`config.mk`:
```
export PLATFORM = sky130hd
export DESIGN_NAME = hicore_tcm_ctrl_2p_flat
export DESIGN_NICKNAME = d
export VERILOG_FILES = /design/src/rtl/hicore_tcm_ctrl_2p_pkg.sv /design/src/rtl/hicore_tcm_ctrl_2p_if.sv /design/src/rtl/hicore_tcm_rsp_buf.sv /design/src/rtl/hicore_tcm_ctrl_2p.sv /design/src/flat_wrapper.sv
export SDC_FILE = /design/constraint.sdc
export NUM_CORES = 1
export LEC_CHECK = 0
export CAP_MARGIN = 40
export CORE_UTILIZATION = 33
export CTS_BUF_LIST = sky130_fd_sc_hd__clkbuf_8
export CTS_CLUSTER_DIAMETER = 120
export CTS_CLUSTER_SIZE = 24
export DETAILED_ROUTE_END_ITERATION = 16
export PLACE_DENSITY = 0.88
export SYNTH_ARGS = -nofsm -noshare
export SYNTH_HDL_FRONTEND = slang
export SYNTH_HIERARCHICAL = 1
export SYNTH_SLANG_ARGS = --single-unit
```
`constraint.sdc`:
```
create_clock -name clk -period 1.65 [get_ports clk]
set_clock_uncertainty 0.1 [all_clocks]
set_input_delay 0.2475 -clock clk [delete_from_list [all_inputs] [get_ports clk]]
set_output_delay 0.2475 -clock clk [all_outputs]
set_load 0.005 [all_outputs]
```
`src/rtl/hicore_tcm_ctrl_2p_pkg.sv`:
```
// Shared constants and types for the two-port TCM controller.
// Optional build macro: HICORE_TCM_RR_ARB_EN (round-robin arbitration).
package hicore_tcm_ctrl_2p_pkg;

    localparam int HiCore_ADDR_SIZE = 32;
    localparam int HiCore_REG_SIZE  = 32;

    localparam logic [31:0] TCM_BASE_ADDR = 32'h9000_0000;
    localparam int          TCM_RAM_AW    = 14;

    typedef enum logic {
        PORT0 = 1'b0,
        PORT1 = 1'b1
    } port_e;

    // What a response buffer needs to know about the command accepted this cycle.
    typedef struct packed {
        logic acc;
        logic read;
        logic err;
    } rsp_req_t;

    // Width of the byte offset inside one RAM word.
    function automatic int byte_ofs_w(input int dw);
        return $clog2(dw / 8);
    endfunction

endpackage

```
`src/rtl/hicore_tcm_ctrl_2p_if.sv`:
```
// ICB command/response port bundle; one instance per controller port.
interface hicore_tcm_ctrl_2p_if #(
    parameter int AW = 32,
    parameter int DW = 32
);
    logic            icb_cmd_valid;
    logic            icb_cmd_ready;
    logic            icb_cmd_read;
    logic [AW-1:0]   icb_cmd_addr;
    logic [DW-1:0]   icb_cmd_wdata;
    logic [DW/8-1:0] icb_cmd_wmask;
    logic            icb_rsp_valid;
    logic            icb_rsp_ready;
    logic            icb_rsp_err;
    logic [DW-1:0]   icb_rsp_rdata;

    modport master (
        output icb_cmd_valid, icb_cmd_read, icb_cmd_addr, icb_cmd_wdata, icb_cmd_wmask,
        output icb_rsp_ready,
        input  icb_cmd_ready, icb_rsp_valid, icb_rsp_err, icb_rsp_rdata
    );

    modport slave (
        input  icb_cmd_valid, icb_cmd_read, icb_cmd_addr, icb_cmd_wdata, icb_cmd_wmask,
        input  icb_rsp_ready,
        output icb_cmd_ready, icb_rsp_valid, icb_rsp_err, icb_rsp_rdata
    );
endinterface

```
`src/rtl/hicore_tcm_rsp_buf.sv`:
```
// Per-port response slot: valid/err state plus a capture register so read
// data survives back-pressure after the RAM output moves on.
module hicore_tcm_rsp_buf
    import hicore_tcm_ctrl_2p_pkg::*;
#(
    parameter int DW = 32
) (
    input  logic          clk,
    input  logic          rst,
    input  rsp_req_t      req,
    input  logic          rsp_ready,
    input  logic [DW-1:0] ram_dout,
    output logic          rsp_valid,
    output logic          rsp_err,
    output logic [DW-1:0] rsp_rdata,
    output logic          free
);

    logic          fresh;   // first response cycle of an in-range read: RAM output is live
    logic [DW-1:0] held;

    assign free = !rsp_valid | rsp_ready;

    always_ff @(posedge clk or posedge rst) begin
        if (rst) begin
            rsp_valid <= 1'b0;
            rsp_err   <= 1'b0;
            fresh     <= 1'b0;
            held      <= '0;
        end else if (req.acc) begin
            rsp_valid <= 1'b1;
            rsp_err   <= req.err;
            fresh     <= req.read & !req.err;
            held      <= '0;
        end else if (rsp_valid & rsp_ready) begin
            rsp_valid <= 1'b0;
            rsp_err   <= 1'b0;
            fresh     <= 1'b0;
            held      <= '0;
        end else if (fresh) begin
            held  <= ram_dout;
            fresh <= 1'b0;
        end
    end

    // Writes and errors leave held at zero, so they read back as zero.
    assign rsp_rdata = fresh ? ram_dout : held;

endmodule

```
`src/rtl/hicore_tcm_ctrl_2p.sv`:
```
// Two-port DTCM front end: arbitrates two ICB slave ports onto one single-port RAM.
// Build macro HICORE_TCM_RR_ARB_EN selects round-robin instead of fixed priority.
module hicore_tcm_ctrl_2p
    import hicore_tcm_ctrl_2p_pkg::*;
#(
    parameter int          DW        = HiCore_REG_SIZE,
    parameter int          AW        = HiCore_ADDR_SIZE,
    parameter int          RAM_AW    = TCM_RAM_AW,
    parameter logic [AW-1:0] BASE_ADDR = AW'(TCM_BASE_ADDR)
) (
    input  logic              clk,
    input  logic              rst,
    hicore_tcm_ctrl_2p_if.slave p0,
    hicore_tcm_ctrl_2p_if.slave p1,
    output logic              ram_cs,
    output logic              ram_we,
    output logic [DW/8-1:0]   ram_wem,
    output logic [RAM_AW-1:0] ram_addr,
    output logic [DW-1:0]     ram_din,
    input  logic [DW-1:0]     ram_dout
);

    localparam int OFS = byte_ofs_w(DW);
    localparam int HI  = RAM_AW + OFS;

    logic [1:0]                valid, rd, in_rng, free, elig, gnt;
    logic [1:0][AW-1:0]        addr;
    logic [1:0][DW-1:0]        wdata;
    logic [1:0][DW/8-1:0]      wmask;
    rsp_req_t [1:0]            req;
    logic [1:0]                rsp_valid, rsp_err;
    logic [1:0][DW-1:0]        rsp_rdata;
    logic                      sel;
    logic                      unused_lo;

    assign valid = {p1.icb_cmd_valid, p0.icb_cmd_valid};
    assign rd    = {p1.icb_cmd_read,  p0.icb_cmd_read};
    assign addr  = {p1.icb_cmd_addr,  p0.icb_cmd_addr};
    assign wdata = {p1.icb_cmd_wdata, p0.icb_cmd_wdata};
    assign wmask = {p1.icb_cmd_wmask, p0.icb_cmd_wmask};

    // Sub-word address bits carry no meaning for a word-wide RAM.
    assign unused_lo = ^{addr[0][OFS-1:0], addr[1][OFS-1:0]};

    for (genvar i = 0; i < 2; i++) begin : g_port
        assign in_rng[i]   = addr[i][AW-1:HI] == BASE_ADDR[AW-1:HI];
        assign elig[i]     = valid[i] & free[i];
        assign req[i].acc  = gnt[i];
        assign req[i].read = rd[i];
        assign req[i].err  = !in_rng[i];

        hicore_tcm_rsp_buf #(.DW(DW)) u_rsp_buf (
            .clk       (clk),
            .rst       (rst),
            .req       (req[i]),
            .rsp_ready (i == 0 ? p0.icb_rsp_ready : p1.icb_rsp_ready),
            .ram_dout  (ram_dout),
            .rsp_valid (rsp_valid[i]),
            .rsp_err   (rsp_err[i]),
            .rsp_rdata (rsp_rdata[i]),
            .free      (free[i])
        );
    end

`ifdef HICORE_TCM_RR_ARB_EN
    // ptr names the port that wins the next contested cycle.
    port_e ptr;

    always_comb begin
        gnt = elig;
        if (&elig) gnt = (ptr == PORT0) ? 2'b01 : 2'b10;
    end

    always_ff @(posedge clk or posedge rst) begin
        if (rst)        ptr <= PORT0;
        else if (&elig) ptr <= gnt[0] ? PORT1 : PORT0;
    end
`else
    always_comb begin
        gnt = elig;
        if (elig[0]) gnt[1] = 1'b0;
    end
`endif

    assign sel      = gnt[1];
    assign ram_cs   = |(gnt & in_rng);
    assign ram_we   = ram_cs & ~rd[sel];
    assign ram_wem  = ram_we ? wmask[sel] : '0;
    assign ram_addr = addr[sel][HI-1:OFS];
    assign ram_din  = wdata[sel];

    assign p0.icb_cmd_ready = gnt[0];
    assign p1.icb_cmd_ready = gnt[1];
    assign p0.icb_rsp_valid = rsp_valid[0];
    assign p1.icb_rsp_valid = rsp_valid[1];
    assign p0.icb_rsp_err   = rsp_err[0];
    assign p1.icb_rsp_err   = rsp_err[1];
    assign p0.icb_rsp_rdata = rsp_rdata[0];
    assign p1.icb_rsp_rdata = rsp_rdata[1];

endmodule

```
`src/flat_wrapper.sv`:
```
// flat-port wrapper written by rule: the top's interface ports become plain ports
module hicore_tcm_ctrl_2p_flat import hicore_tcm_ctrl_2p_pkg::*;
#(
    parameter int          DW        = HiCore_REG_SIZE,
    parameter int          AW        = HiCore_ADDR_SIZE,
    parameter int          RAM_AW    = TCM_RAM_AW,
    parameter logic [AW-1:0] BASE_ADDR = AW'(TCM_BASE_ADDR)
)
  (clk, rst, ram_cs, ram_we, ram_wem, ram_addr, ram_din, ram_dout, p0_icb_cmd_valid, p0_icb_cmd_read, p0_icb_cmd_addr, p0_icb_cmd_wdata, p0_icb_cmd_wmask, p0_icb_rsp_ready, p0_icb_cmd_ready, p0_icb_rsp_valid, p0_icb_rsp_err, p0_icb_rsp_rdata, p1_icb_cmd_valid, p1_icb_cmd_read, p1_icb_cmd_addr, p1_icb_cmd_wdata, p1_icb_cmd_wmask, p1_icb_rsp_ready, p1_icb_cmd_ready, p1_icb_rsp_valid, p1_icb_rsp_err, p1_icb_rsp_rdata);
  hicore_tcm_ctrl_2p_if #(.AW(AW), .DW(DW)) p0_i ();
  hicore_tcm_ctrl_2p_if #(.AW(AW), .DW(DW)) p1_i ();
  input  logic clk;
  input  logic rst;
  output logic ram_cs;
  output logic ram_we;
  output logic [DW/8-1:0] ram_wem;
  output logic [RAM_AW-1:0] ram_addr;
  output logic [DW-1:0] ram_din;
  input  logic [DW-1:0] ram_dout;
  input wire logic [$bits(p0_i.icb_cmd_valid)-1:0] p0_icb_cmd_valid;
  input wire logic [$bits(p0_i.icb_cmd_read)-1:0] p0_icb_cmd_read;
  input wire logic [$bits(p0_i.icb_cmd_addr)-1:0] p0_icb_cmd_addr;
  input wire logic [$bits(p0_i.icb_cmd_wdata)-1:0] p0_icb_cmd_wdata;
  input wire logic [$bits(p0_i.icb_cmd_wmask)-1:0] p0_icb_cmd_wmask;
  input wire logic [$bits(p0_i.icb_rsp_ready)-1:0] p0_icb_rsp_ready;
  output wire logic [$bits(p0_i.icb_cmd_ready)-1:0] p0_icb_cmd_ready;
  output wire logic [$bits(p0_i.icb_rsp_valid)-1:0] p0_icb_rsp_valid;
  output wire logic [$bits(p0_i.icb_rsp_err)-1:0] p0_icb_rsp_err;
  output wire logic [$bits(p0_i.icb_rsp_rdata)-1:0] p0_icb_rsp_rdata;
  input wire logic [$bits(p1_i.icb_cmd_valid)-1:0] p1_icb_cmd_valid;
  input wire logic [$bits(p1_i.icb_cmd_read)-1:0] p1_icb_cmd_read;
  input wire logic [$bits(p1_i.icb_cmd_addr)-1:0] p1_icb_cmd_addr;
  input wire logic [$bits(p1_i.icb_cmd_wdata)-1:0] p1_icb_cmd_wdata;
  input wire logic [$bits(p1_i.icb_cmd_wmask)-1:0] p1_icb_cmd_wmask;
  input wire logic [$bits(p1_i.icb_rsp_ready)-1:0] p1_icb_rsp_ready;
  output wire logic [$bits(p1_i.icb_cmd_ready)-1:0] p1_icb_cmd_ready;
  output wire logic [$bits(p1_i.icb_rsp_valid)-1:0] p1_icb_rsp_valid;
  output wire logic [$bits(p1_i.icb_rsp_err)-1:0] p1_icb_rsp_err;
  output wire logic [$bits(p1_i.icb_rsp_rdata)-1:0] p1_icb_rsp_rdata;
  assign p0_i.icb_cmd_valid = p0_icb_cmd_valid;
  assign p0_i.icb_cmd_read = p0_icb_cmd_read;
  assign p0_i.icb_cmd_addr = p0_icb_cmd_addr;
  assign p0_i.icb_cmd_wdata = p0_icb_cmd_wdata;
  assign p0_i.icb_cmd_wmask = p0_icb_cmd_wmask;
  assign p0_i.icb_rsp_ready = p0_icb_rsp_ready;
  assign p0_icb_cmd_ready = p0_i.icb_cmd_ready;
  assign p0_icb_rsp_valid = p0_i.icb_rsp_valid;
  assign p0_icb_rsp_err = p0_i.icb_rsp_err;
  assign p0_icb_rsp_rdata = p0_i.icb_rsp_rdata;
  assign p1_i.icb_cmd_valid = p1_icb_cmd_valid;
  assign p1_i.icb_cmd_read = p1_icb_cmd_read;
  assign p1_i.icb_cmd_addr = p1_icb_cmd_addr;
  assign p1_i.icb_cmd_wdata = p1_icb_cmd_wdata;
  assign p1_i.icb_cmd_wmask = p1_icb_cmd_wmask;
  assign p1_i.icb_rsp_ready = p1_icb_rsp_ready;
  assign p1_icb_cmd_ready = p1_i.icb_cmd_ready;
  assign p1_icb_rsp_valid = p1_i.icb_rsp_valid;
  assign p1_icb_rsp_err = p1_i.icb_rsp_err;
  assign p1_icb_rsp_rdata = p1_i.icb_rsp_rdata;
  hicore_tcm_ctrl_2p #(.DW(DW), .AW(AW), .RAM_AW(RAM_AW), .BASE_ADDR(BASE_ADDR)) u_core (.clk(clk), .rst(rst), .p0(p0_i), .p1(p1_i), .ram_cs(ram_cs), .ram_we(ram_we), .ram_wem(ram_wem), .ram_addr(ram_addr), .ram_din(ram_din), .ram_dout(ram_dout));
endmodule
```
==> flow_summary_export.csv, run 1 <==
group,metric,value,unit
yosys,synth_nets,585,
clock_network,cts.htree.levels,3,
die,die_w,116.6,um
detailed_routing,drc,0,
timing,finalHoldViolations,0,
detailed_routing,drtIter0Drc,178,
pwr,p_comb_frac,0.392,
status,status,"finished, violations left",
placement,gp_congestion,0.8239,
min_path,hold_class,"in2async",
yosys,yosys.area.top_type,"dfrtp_1",
yosys,synth-async-reset-ratio,1.000,
detailed_routing,ant_nets,0,
detailed_routing,avgRoutedWirePerCell,22.85,um
setup_path,required,1.30,ns
yosys,synth_mux_area_frac,0.2207,
yosys,synth_edf_count,0,
clock_network,cts_hold_buffers,0,
timing,max_slew_margin,0.7867,
die,core_area,12720,sq um
clock_network,clk_pin_slew,0.08,ns
yosys,synth.top_cell.area_share,0.4045,
grt,grt_max_degree,36,
job,drv_cap,0,
setup_path,crit_arrival,1.87,ns
yosys,synth_area,4330,sq um
timing,timing.final.ws_setup,-0.5644,ns
yosys,synth-main-ff-cell,"dfrtp_1",
clock_network,clockBufferDepth,2,
timing,setup_viol,182,
timing,post-route-period-util,1.342,
final_layout,syn_to_final_growth,131.5,%
detailed_routing,dr.pass1.iters,4,
status,violations,"setup timing",
yosys,synthCells,409,
yosys,synth-compound-area-share,0.02138,
setup_path,startpoint_type,"primary input",
placement,portBuffers,293,
setup_path,path_buf_inv,4,
timing,worst_pin_slew,0.3187,ns
yosys,ys_seq_elements,70,
clock_network,cts_tree,"built",
grt,grt_usage,0.2936,
yosys,netlist_top_cells_area,"dfrtp_1 40%, mux2_4 21%, nand2_1 13%",
yosys,synthAdderAreaFrac,0,
placement,place_inst,875,
setup_path,slowest_delay,0.50,ns
pwr,power_frac_seq,0.357,
die,dieHeight,116.6,um
die,die_area,13590,sq um
final_layout,drive_above_1_share,0.6017,
yosys,synthSimpleGateAreaFrac,0.2936,
setup_path,path_cells,"clkdlybuf4s50_1 -> nand2b_4 -> nand2_4 -> nand3_4 -> buf_6 -> mux2i_4 -> buf_6 -> and2_4 -> buf_6",
pwr,p_leak,4.946,nW
clock_network,cts.sinks,70,
grt,grt_overflow_total,0,
grt,antenna_found_initial,0,
pwr,power,4.878,mW
timing,holdWs,0.2409,ns
yosys,synth_common_cells,"145 x nand2_1, 70 x dfrtp_1, 60 x mux2_4, 50 x nor2b_1, 14 x nor2b_4",
detailed_routing,vias,4917,
setup_path,crit_slowest_cell,"clkdlybuf4s50_1",
yosys,yosysWarningCount,6,
yosys,synth_top_family_by_area,"simple AND/OR/NAND/NOR gates",
pwr,p_int,3.354,mW
die,num_io_pins,298,
yosys,synth.most_common_cell,"nand2_1",
detailed_routing,drt-total-wl,23.15,mm
setup_path,crit_type,"in2out",
pwr,clock_power_share,0.251,
die,initial_core_util,0.3404,
grt,grt_pass1_vias,5112,
die,rows,41,
clock_network,clk_latency,0.36,ns
setup_path,critPathTopFamily,"buffers and inverters",
yosys,seq_area_frac_synth,0.4045,
timing,finalMaxSlewViolations,0,
final_layout,insertedDiodeCount,0,
timing,rsz0062_at_grt,"yes",
pwr,switching_power,1.524,mW
pwr,switching_share,0.3124,
pwr,power_density,486.5,nW/um^2
final_layout,final_cells,1013,
yosys,yosysUniqueCellTypes,27,
final_layout,finalNetCount,1014,
pwr,ir_drop,0.4052,mV
setup_path,path_max_fanout,6,
clock_network,cts_root_buffer,"clkbuf_8",
timing,period_needed,2.214,ns
setup_path,cp-end-kind,"output port",
detailed_routing,vias_per_cell,4.854,
setup_path,crit_path_frequent_cell,"buf_6",
timing,timing.fmax,451.6,MHz
grt,grt_pass1_wl,28.61,mm
yosys,syn_avg_cell_area,10.59,sq um
clock_network,cts_buffers,9,
yosys,synth_xor_xnor_area_share,0,
placement,hpwlAfterDp,12.50,mm
==> worst min-delay path, delay by kind of cell <==
kind | cells | cell delay (ns)
buffers and inverters | 3 | 0.83
==> timing repair <==
| action | in CTS | in global routing |
|---|---|---|
| pin swaps | 54 | 63 |
| cloned | 15 | 4 |
| endpoints found under the setup margin | 185 | 186 |
| buffers inserted | 55 | 61 |
| resized for setup | 548 | 272 |
==> cell usage in the layout (no fill, tap or decap), types with 2 or more instances in the layout <==
master,n
clkbuf_2,25
and3b_1,2
buf_8,3
dfrtp_2,2
o21ai_0,2
mux2_4,64
and2_4,3
clkinv_2,2
a21bo_2,2
nand2b_4,2
buf_4,51
a21o_4,2
dlymetal6s2s_1,20
clkbuf_16,4
buf_16,14
buf_2,25
nand2_4,33
nand2_1,60
clkdlybuf4s50_1,142
nor4b_4,4
buf_12,17
dlygate4sd2_1,14
nand2_2,52
clkbuf_8,10
and2_1,2
o32ai_2,3
inv_1,8
nor2b_4,41
nor4_4,4
nor2b_2,8
buf_6,127
nor2b_1,15
nand4_4,2
dfrtp_1,68
nand2b_1,2
==> per-layer routing <==
layer / vias up / GRT usage / share of wire / wire length [um]
met5: - / 0 / 0 / 0
met4: 0 / 0.1941 / 0.069 / 1600
met3: 93 / 0.06175 / 0.053 / 1235
met2: 258 / 0.5669 / 0.56 / 12910
met1: 2396 / 0.2777 / 0.32 / 7397
li1: 2170 / - / - / -
==> sequential cells by signal, indices dropped and copies added, names as in the netlist <==
register                           count
u_core/g_port.u_rsp_buf/rsp_err        2
u_core/g_port.u_rsp_buf/rsp_valid      2
u_core/g_port.u_rsp_buf/fresh          2
u_core/g_port.u_rsp_buf/held          64
==> power groups by stage <==
stage,Clock [mW],Combinational [mW],Sequential [mW]
3_5_place_dp,0,1.24,1.77
4_1_cts,1.17,1.65,1.74
6_report,1.23,1.91,1.74
2_1_floorplan,0,0.348,1.77
3_3_place_gp,0,1.22,1.77
5_1_grt,1.31,1.99,1.74
==> path summary, 6_finish.rpt <==
check	startpoint	endpoint	slack (ns)	cells past startpoint
setup / recovery	p0_icb_rsp_ready	ram_wem[1]	-0.56	9
hold / removal	rst	u_core/g_port[0].u_rsp_buf/held[7]	0.24	3
setup reg to reg	u_core/g_port[0].u_rsp_buf/rsp_valid	u_core/g_port[1].u_rsp_buf/held[6]	-0.36	11
hold reg to reg	u_core/g_port[1].u_rsp_buf/held[28]	u_core/g_port[1].u_rsp_buf/held[28]	0.52	2
max in group asynchronous	rst	u_core/g_port[1].u_rsp_buf/fresh	0.90	3
min in group clk	p0_icb_cmd_addr[30]	u_core/g_port[0].u_rsp_buf/fresh	0.42	4
==> per-stage QoR <==
step           cell area [sq um]  worst slack, ns  setup TNS (ns)  utilization
2_1_floorplan               4342          0.01323               0            -
3_3_place_gp                7565          -0.9509          -86.74       0.5946
3_5_place_dp                7565          -0.9997          -93.74       0.5946
4_1_cts                     8950          -0.5430          -56.41       0.7035
5_1_grt                    10030          -0.6287          -66.19       0.7881
6_report                   10030          -0.5644          -59.64       0.7881
==> final cells by class <==
cell class,instances,area [sq um]
Inverter,8,46.29
Clock inverter,4,17.52
Fill cell,714,2696
Multi-Input combinational cell,307,3127
Clock buffer,10,137.6
Sequential cell,70,1754
Timing Repair Buffer,442,4728
Tap cell,172,215.2
==> logic make-up (layout without fill, tap and decap cells) <==
kind of cell | after synthesis | after routing
multiplexers | 65 | 65
AO/OA/AOI/OAI | 11 | 11
buffers and inverters | 32 | 464
flip-flops | 70 | 70
AND/OR/NAND/NOR | 231 | 231
No activity file was read; power rests on OpenSTA's default activity.
==> inputs of run 2 (changes only) <==
--- a/config.mk
+++ b/config.mk
@@ -5,7 +5,7 @@
 export SDC_FILE = /design/constraint.sdc
 export NUM_CORES = 1
 export LEC_CHECK = 0
-export CAP_MARGIN = 40
+export CAP_MARGIN = 20
 export CORE_UTILIZATION = 33
 export CTS_BUF_LIST = sky130_fd_sc_hd__clkbuf_8
 export CTS_CLUSTER_DIAMETER = 120
==> results of run 2 <==
Final layout, timing and power as in run 1 (identical DEF).
